## src/rtl/discrete_randomizer_pkg.sv

```systemverilog
// Shared constants, FSM encoding and mask helper for the discrete range randomizer.
package discrete_randomizer_pkg;

    localparam int DEFAULT_INTEGER_WIDTH     = 8;
    localparam int DEFAULT_VAR_INDEX_WIDTH   = 8;
    localparam int DEFAULT_CHOICE_WIDTH      = 4;
    localparam int DEFAULT_REJECT_LIMIT      = 4;
    localparam int LFSR_WIDTH                = 16;

    localparam logic [15:0] LFSR_TAPS          = 16'hB400;
    localparam logic [15:0] DEFAULT_LFSR_SEED  = 16'hACE1;

    localparam logic [2:0] ST_IDLE    = 3'd0;
    localparam logic [2:0] ST_PICK    = 3'd1;
    localparam logic [2:0] ST_LOOKUP  = 3'd2;
    localparam logic [2:0] ST_CAPTURE = 3'd3;
    localparam logic [2:0] ST_SAMPLE  = 3'd4;
    localparam logic [2:0] ST_DONE    = 3'd5;

    // Smear the highest set bit downwards: smallest 2^n-1 that is >= value.
    function automatic logic [15:0] smallest_all_ones_mask(input logic [15:0] value);
        logic [15:0] m;
        m = value;
        m = m | (m >> 1);
        m = m | (m >> 2);
        m = m | (m >> 4);
        m = m | (m >> 8);
        return m;
    endfunction

endpackage

```

## src/rtl/lfsr_galois_16.sv

```systemverilog
// 16-bit Galois LFSR, right-shifting, free running outside reset.
module lfsr_galois_16
    import discrete_randomizer_pkg::*;
#(
    parameter logic [15:0] SEED = DEFAULT_LFSR_SEED
) (
    input  logic        in_clock,
    input  logic        in_reset,
    output logic [15:0] out_state
);

    always_ff @(posedge in_clock or posedge in_reset) begin
        if (in_reset) begin
            out_state <= SEED;
        end else begin
            out_state <= {1'b0, out_state[15:1]} ^ (out_state[0] ? LFSR_TAPS : 16'h0000);
        end
    end

endmodule

```

## src/rtl/discrete_range_sampler.sv

```systemverilog
// Picks a random discrete choice for a variable, reads its [start,end] range
// from the lookup table and emits one uniformly distributed value inside it.
//
// state   | meaning
// IDLE    | waiting for in_start
// PICK    | drawing a choice index (rejection sampling)
// LOOKUP  | address stable, table registers its output
// CAPTURE | latch lower bound, span and span mask
// SAMPLE  | drawing an offset inside the span (rejection sampling)
// DONE    | out_valid pulse
module discrete_range_sampler
    import discrete_randomizer_pkg::*;
#(
    parameter int          MAX_BIT_WIDTH_OF_INTEGER_VARIABLE = DEFAULT_INTEGER_WIDTH,
    parameter int          MAX_BIT_WIDTH_OF_VARIABLES_INDEX  = DEFAULT_VAR_INDEX_WIDTH,
    parameter int          MAX_BIT_WIDTH_OF_DISCRETE_CHOICES = DEFAULT_CHOICE_WIDTH,
    parameter logic [15:0] LFSR_SEED                         = DEFAULT_LFSR_SEED,
    parameter int          REJECT_LIMIT                      = DEFAULT_REJECT_LIMIT
) (
    input  logic                                         in_clock,
    input  logic                                         in_reset,
    input  logic                                         in_start,
    input  logic [MAX_BIT_WIDTH_OF_VARIABLES_INDEX-1:0]  in_variable_index,
    input  logic [MAX_BIT_WIDTH_OF_DISCRETE_CHOICES-1:0] in_number_of_choices_minus_one,
    output logic [MAX_BIT_WIDTH_OF_VARIABLES_INDEX-1:0]  out_variable_index,
    output logic [MAX_BIT_WIDTH_OF_DISCRETE_CHOICES-1:0] out_index_of_the_discrete_value,
    input  logic [MAX_BIT_WIDTH_OF_INTEGER_VARIABLE-1:0] in_table_start,
    input  logic [MAX_BIT_WIDTH_OF_INTEGER_VARIABLE-1:0] in_table_end,
    output logic [MAX_BIT_WIDTH_OF_INTEGER_VARIABLE-1:0] out_value,
    output logic                                         out_valid,
    output logic                                         out_busy
);

    localparam int W  = MAX_BIT_WIDTH_OF_INTEGER_VARIABLE;
    localparam int C  = MAX_BIT_WIDTH_OF_DISCRETE_CHOICES;
    localparam int RW = (REJECT_LIMIT < 1) ? 1 : $clog2(REJECT_LIMIT + 1);

    logic [2:0]    state;
    logic [C-1:0]  count_m1;
    logic [RW-1:0] reject_cnt;
    logic [W-1:0]  lo;
    logic [W-1:0]  span;
    logic [W-1:0]  smask;
    logic [15:0]   lfsr_state;

    logic [15:0]   cmask_full;
    logic [15:0]   smask_full;
    logic [C-1:0]  k;
    logic [W-1:0]  d;
    logic          limit_hit;
    logic [W-1:0]  cap_lo;
    logic [W-1:0]  cap_span;
    logic          unused_bits;

    lfsr_galois_16 #(
        .SEED(LFSR_SEED)
    ) u_lfsr (
        .in_clock  (in_clock),
        .in_reset  (in_reset),
        .out_state (lfsr_state)
    );

    // Swapped bounds are legal: lo is always the smaller one.
    always_comb begin
        cap_lo   = in_table_start;
        cap_span = in_table_end - in_table_start;
        if (in_table_start > in_table_end) begin
            cap_lo   = in_table_end;
            cap_span = in_table_start - in_table_end;
        end
    end

    assign cmask_full  = smallest_all_ones_mask(16'(count_m1));
    assign smask_full  = smallest_all_ones_mask(16'(cap_span));
    assign k           = lfsr_state[C-1:0] & cmask_full[C-1:0];
    assign d           = lfsr_state[W-1:0] & smask;
    assign limit_hit   = (reject_cnt == RW'(REJECT_LIMIT));
    assign unused_bits = ^{lfsr_state, cmask_full, smask_full};

    assign out_busy  = (state != ST_IDLE);
    assign out_valid = (state == ST_DONE);

    always_ff @(posedge in_clock or posedge in_reset) begin
        if (in_reset) begin
            state                           <= ST_IDLE;
            count_m1                        <= '0;
            reject_cnt                      <= '0;
            lo                              <= '0;
            span                            <= '0;
            smask                           <= '0;
            out_variable_index              <= '0;
            out_index_of_the_discrete_value <= '0;
            out_value                       <= '0;
        end else begin
            case (state)
                ST_IDLE: begin
                    if (in_start) begin
                        out_variable_index <= in_variable_index;
                        count_m1           <= in_number_of_choices_minus_one;
                        reject_cnt         <= '0;
                        state              <= ST_PICK;
                    end
                end
                ST_PICK: begin
                    // k>>1 never exceeds count_m1 because the mask is the tightest one.
                    if (k <= count_m1) begin
                        out_index_of_the_discrete_value <= k;
                        reject_cnt                      <= '0;
                        state                           <= ST_LOOKUP;
                    end else if (limit_hit) begin
                        out_index_of_the_discrete_value <= k >> 1;
                        reject_cnt                      <= '0;
                        state                           <= ST_LOOKUP;
                    end else begin
                        reject_cnt <= reject_cnt + RW'(1);
                    end
                end
                ST_LOOKUP: begin
                    state <= ST_CAPTURE;
                end
                ST_CAPTURE: begin
                    lo    <= cap_lo;
                    span  <= cap_span;
                    smask <= smask_full[W-1:0];
                    state <= ST_SAMPLE;
                end
                ST_SAMPLE: begin
                    if (d <= span) begin
                        out_value  <= lo + d;
                        reject_cnt <= '0;
                        state      <= ST_DONE;
                    end else if (limit_hit) begin
                        out_value  <= lo + (d >> 1);
                        reject_cnt <= '0;
                        state      <= ST_DONE;
                    end else begin
                        reject_cnt <= reject_cnt + RW'(1);
                    end
                end
                ST_DONE: begin
                    state <= ST_IDLE;
                end
                default: begin
                    state <= ST_IDLE;
                end
            endcase
        end
    end

endmodule
```

## config.mk

```make
export PLATFORM = sky130hd
export DESIGN_NAME = discrete_range_sampler
export DESIGN_NICKNAME = d
export VERILOG_FILES = /design/src/rtl/discrete_randomizer_pkg.sv /design/src/rtl/lfsr_galois_16.sv /design/src/rtl/discrete_range_sampler.sv
export SDC_FILE = /design/constraint.sdc
export NUM_CORES = 1
export LEC_CHECK = 0
export CORE_MARGIN = 3
export CORE_UTILIZATION = 60
export DETAILED_ROUTE_END_ITERATION = 6
export GPL_TIMING_DRIVEN = 1
export PLACE_DENSITY = 0.95
export SLEW_MARGIN = 15
export SYNTH_ARGS = -nofsm -noshare
export SYNTH_HDL_FRONTEND = slang
export SYNTH_SLANG_ARGS = --single-unit
```

## constraint.sdc

```tcl
create_clock -name in_clock -period 7.3 [get_ports in_clock]
set_clock_uncertainty 0.1 [all_clocks]
set_input_delay 2.19 -clock in_clock [delete_from_list [all_inputs] [get_ports in_clock]]
set_output_delay 2.19 -clock in_clock [all_outputs]
set_load 0.02 [all_outputs]
```

# ---- Word level (Yosys, flattened, before mapping)
# Cells that the tools add are included.
dict set report totals {
  inputBits 31
  reg_bits 70
  out_inout_bits 22
  wordCells 66
}
dict set report classes {
  add_sub_neg 5
  muxes 18
  n_bitwise 11
  n_eq_ne 9
  n_reduce_logical 10
  n_lt_le_gt_ge 3
}
# op n
set ops {}
lappend ops {{$mux W8} 4}
lappend ops {{$mux W3} 9}
lappend ops {{$mux W16} 1}
lappend ops {{$sub A8 B8 Y8} 2}
lappend ops {{$xor A15 B16 Y16} 1}
lappend ops {{$pmux W3 S5} 1}
lappend ops {{$eq A3 B3 Y1 const B} 3}
lappend ops {{$pmux W3 S3} 1}
lappend ops {{$add A8 B7 Y8} 1}
lappend ops {{$add A8 B8 Y8} 1}
lappend ops {{$and A8 B8 Y8} 1}
lappend ops {{$gt A8 B8 Y1} 1}
lappend ops {{$le A8 B8 Y1} 1}
lappend ops {{$mux W4} 2}
lappend ops {{$or A4 B1 Y4 const B} 2}
lappend ops {{$or A8 B1 Y8 const B} 1}
lappend ops {{$or A8 B4 Y8} 1}
lappend ops {{$or A8 B6 Y8} 1}
lappend ops {{$or A8 B7 Y8} 1}
lappend ops {{$reduce_and A2 Y1} 4}
lappend ops {{$eq A3 B2 Y1 const B} 2}
lappend ops {{$ne A3 B3 Y1 const B} 2}
lappend ops {{$reduce_bool A3 Y1} 2}
lappend ops {{$and A4 B4 Y4} 1}
lappend ops {{9 further kinds} 10}

# ---- Depth between registers and ports, before layout
dict set report depth {
  depth_word 8
  ltp_mapped 18
  ltp_nobuf 17
}

# ---- Hierarchy
# From an unflattened synthesis, not the netlist that was laid out.
dict set report hier_totals {
  hier_cells 433
  hier_area_um2 4050.1
}
# module cells_each area_each_um2 instances seq_area_each_um2
set modules_own_cells {}
lappend modules_own_cells {discrete_range_sampler 413 3609.7 1 1326.3}
lappend modules_own_cells {lfsr_galois_16 20 440.4 1 410.4}

# ---- Worst setup path after synthesis
# OpenSTA, ideal clock, no wires.
dict set report synth_timing {
  path_kind {input to register}
  start {input port in_table_start[0]}
  end {register smask[2]}
  required_ns 7.067
  setup_ns 0.133
  slack_ns 2.820
  path_stages 11
  arrival_time_ns 4.247
  n_path_buf 0
  path_cell_list {inv_1 ha_1 fa_1 nand2b_1 a211oi_2 o21ai_2 or3b_1 nand4b_1 nand2_2 nor3_4 nand3_1}
}
dict set report synth_between {
  elab_chain_len 6
  word_cells_on_any_way 8
  classes_between {add/sub: 2; order compare: 1; mux: 1; bitwise: 4}
}
# item line_no
set synth_lines {}
lappend synth_lines {{from (decl)} discrete_range_sampler.sv:27} ;# input logic [MAX_BIT_WIDTH_OF_INTEGER_VARIABLE-1:0] in_table_start,
lappend synth_lines {{$sub A8 B8 Y8 (tied with other cells)} discrete_range_sampler.sv:66} ;# cap_span = in_table_end - in_table_start;
lappend synth_lines {{$mux W8 (*)} discrete_range_sampler.sv:67} ;# if (in_table_start > in_table_end) begin
lappend synth_lines {{$or A8 B7 Y8 (*)} discrete_randomizer_pkg.sv:24} ;# m = m | (m >> 1);
lappend synth_lines {{$or A8 B6 Y8 (*)} discrete_randomizer_pkg.sv:25} ;# m = m | (m >> 2);
lappend synth_lines {{$or A8 B4 Y8 (*)} discrete_randomizer_pkg.sv:26} ;# m = m | (m >> 4);
lappend synth_lines {{$or A8 B1 Y8 (*)} discrete_randomizer_pkg.sv:27} ;# m = m | (m >> 8);
lappend synth_lines {{to (signal assigned)} discrete_range_sampler.sv:124} ;# smask <= smask_full[W-1:0];
lappend synth_lines {{to (decl)} discrete_range_sampler.sv:43} ;# logic [W-1:0] smask;
# Mark *: on every way between the ends. The rest lies on a longest branch, timed or not.
# A chain may end at the register's enable or synchronous reset.

# ---- Final worst setup path
dict set report layout_timing {
  start {input port in_table_start[5]}
  end {register smask[0]}
}
# Same word-level chain as after synthesis.

==> impl_metrics.csv <==
group,metric,value,unit
outcome,status,"finished with violations",
die,die_h,88.1,µm
synthesis,synth_xor_area_share,3.46,%
synthesis,synth_top_family_by_area,"compound AO/OA/AOI/OAI gates",
setup_path,worstPathArrival,5430,ps
setup_path,cp_cell_sequence,"clkdlybuf4s50_1 -> inv_1 -> ha_1 -> a21oi_1 -> o21ai_1 -> o21ai_2 -> o2111ai_1 -> a21oi_1 -> nor3b_2 -> nor3_4 -> nand3_1",
synthesis,synth_ff_type,"dfrtp_1",
die,rows,29,
routing,drtAntennaViolNets,0,
die,start_util,62.6,%
synthesis,yosysUniqueCellTypes,50,
setup_path,crit_path_end_kind,"flop",
sta,post-route-period-util,72.8,%
sta,slew_headroom,27.6,%
synthesis,synth_fp_nets,507,
synthesis,postSynthCellCount,439,
synthesis,netlist_area,4050,µm²
finish,final_layout_size_suffix_gt1_share,8.92,%
outcome,failed_checks,"design-rule violations",
setup_path,worstSetupStartpointType,"primary input",
routing,vias,3246,
global_route,grt_pass1_vias,3302,
routing,drt_iter0_drc,296,
global_route,antenna_found_initial,0,
synthesis,synth_compound_area_share,16.4,%
power_and_ir_drop,leakagePower,0.00228,µW
routing,via_per_inst,5.69,
sta,worstMarginPinSlew,1090,ps
die,ios,53,
finish,fin_nets,556,
die,die_x,88.1,µm
global_route,grt_overflow,0,
clock_tree,cts_tree,"done",
clock_tree,htreeDepth,3,
sta,hold_viol,0,
clock_tree,cts_buffers,9,
synthesis,muxShareOfSynthArea,4.58,%
sta,fmax,188,MHz
sta,rsz0062_at_grt,"false",
synthesis,ys_ff_latch,69,
sta,finalSetupTns,0,ps
setup_path,critical-path-max-stage-delay,870,ps
synthesis,synth_fa_ha_area_share,12.0,%
die,dieArea,7760,µm²
routing,drcViolationCount,1,
clock_tree,clk_latency,350,ps
clock_tree,clock_sink_count,69,
global_route,grt_start_max_net_pins,70,
clock_tree,cts_root_buffer,"clkbuf_8",
synthesis,avgSynthCellArea,9.21,µm²
power_and_ir_drop,ir_drop,0.200,mV
sta,fin_crit,5310,ps
synthesis,synthArstFlopShare,100,%
clock_tree,path_clk_slew,80,ps
setup_path,crit_top_cell,"a21oi_1",
run,maxCapViolCount,0,
synthesis,synthSimpleGateAreaFrac,14.9,%
routing,finalWirelength,8970,µm
finish,areaGrowthSynthToFinish,18.8,%
setup_path,worstSetupPathType,"primary input to flop",
setup_path,required,7420,ps
global_route,grt_use_total,25.1,%
finish,n_antenna_cell,0,
clock_tree,cts_hold_buf,0,
placement,dp_hpwl,6480,µm
finish,layout_common_cells,"61 x dfrtp_1, 59 x nand2_1, 52 x clkdlybuf4s50_1",
clock_tree,cts_setup_buffers,0,
synthesis,ys_seq_area_share,42.9,%
routing,firstDrtPassIters,7,
setup_path,critical_path.slowest_cell,"o21ai_2",
placement,port_buffers,52,
synthesis,yosys_warnings,0,
global_route,grt_pass1_wl,15100,µm
die,core,6460,µm²
setup_path,cp_max_fo,28,
synthesis,synth_edf_count,0,
finish,fill_cells,435,
clock_tree,cts_resized,0,
sta,slew_viol_final,0,
power_and_ir_drop,power.density,322,nW/µm²
sta,finalSetupViolations,0,
finish,final_core_util,74.4,%
placement,gp_congestion,0.897,
routing,routedWlPerCell,15.7,µm
hold_path,hold_path_class,"flop to flop",
finish,final_common_cell,"dfrtp_1",
clock_tree,clock_path_buffers,2,
Yosys cell counts, drive strengths merged, types with 5 or more instances:
library cell | n | area share [%]
dfrtp | 61 | 38
nand2 | 60 | 5.6
o21ai | 51 | 6.4
inv | 45 | 4.2
ha | 34 | 11
a21oi | 33 | 4.1
nor2 | 24 | 2.2
nand3 | 13 | 1.6
mux2 | 12 | 3.3
xor2 | 12 | 2.6
clkbuf | 9 | 0.84
dfstp | 8 | 5.2
a21o | 6 | 1.1
buf | 6 | 0.74
nor2b | 6 | 0.93
mux2i | 5 | 1.2
nand2b | 5 | 0.77
or3 | 5 | 0.77
cells by family (layout without fill, tap and decap cells):
| logic type | Yosys count | after routing |
|---|---|---|
| simple gates | 128 | 128 |
| mux | 17 | 17 |
| flops | 69 | 69 |
| fa+ha+maj | 37 | 37 |
| buf+inv | 60 | 114 |
| xor+xnor | 16 | 16 |
| compound gates | 112 | 112 |
registers in the layout (all words and copies together) (netlist names):
signal and count:
count_m1 4, lo 8, out_index_of_the_discrete_value 4, out_value 8
out_variable_index 8, reject_cnt 3, smask 7, span 8
state 3, u_lfsr.out_state 16
routing by layer:
metal  wire length (µm)  GRT usage (%)  vias to the layer above
li1                   -              -                     1586
met1               3910           31.8                     1549
met2               4410           41.4                       85
met3                395           4.61                       26
met4                250           12.5                        0
met5                  0              0                        -
layout make-up:
class	count	area [µm²]	share of cell area, %
multi-input cells	310	2080	43.2
flip-flops and latches	69	1740	36.1
repair buffers	53	528	11.0
inverters	45	169	3.51
clock buffers	11	141	2.94
well taps	77	96.3	2.00
clock inverters	5	58.8	1.22
metrics by stage:
| stage | power, µW | area (µm²) | hold slack (ps) | setup slack [ps] | instances |
|---|---|---|---|---|---|
| after floorplan | 1000 | 4050 | 231 | 2820 | 439 |
| after global placement | 1180 | 4610 | 234 | 1830 | 554 |
| after detailed placement | 1220 | 4610 | 239 | 1660 | 554 |
| after CTS | 1550 | 4810 | 263 | 2030 | 570 |
| after global routing | 1650 | 4810 | 267 | 1690 | 570 |
| final | 1550 | 4810 | 264 | 1990 | 570 |
final timing paths:
kind / from / cells after the start / slack, ps / to
max in group asynchronous: in_reset / 3 / 4260 / smask[0]
worst max register to register: u_lfsr.out_state[4] / 16 / 3200 / out_value[7]
worst min register to register: u_lfsr.out_state[9] / 0 / 260 / u_lfsr.out_state[8]
worst max-delay path: in_table_start[5] / 11 / 1990 / smask[0]
worst min-delay path: u_lfsr.out_state[9] / 0 / 260 / u_lfsr.out_state[8]
min in group asynchronous: in_reset / 3 / 2280 / out_variable_index[5]
power breakdown:
group	internal (µW)	total, µW	switching (µW)
clock network	168	318	150
logic	283	625	342
registers	504	603	98.3
total	955	1550	590
worst max-delay path: cells and delay by family:
family	cells	cell delay, ps
buffers and inverters	2	550
AOI/OAI and AO/OA	5	1760
and+or+nand+nor	3	540
adders and majority gates	1	380
No activity file was read; power rests on OpenSTA's default activity.
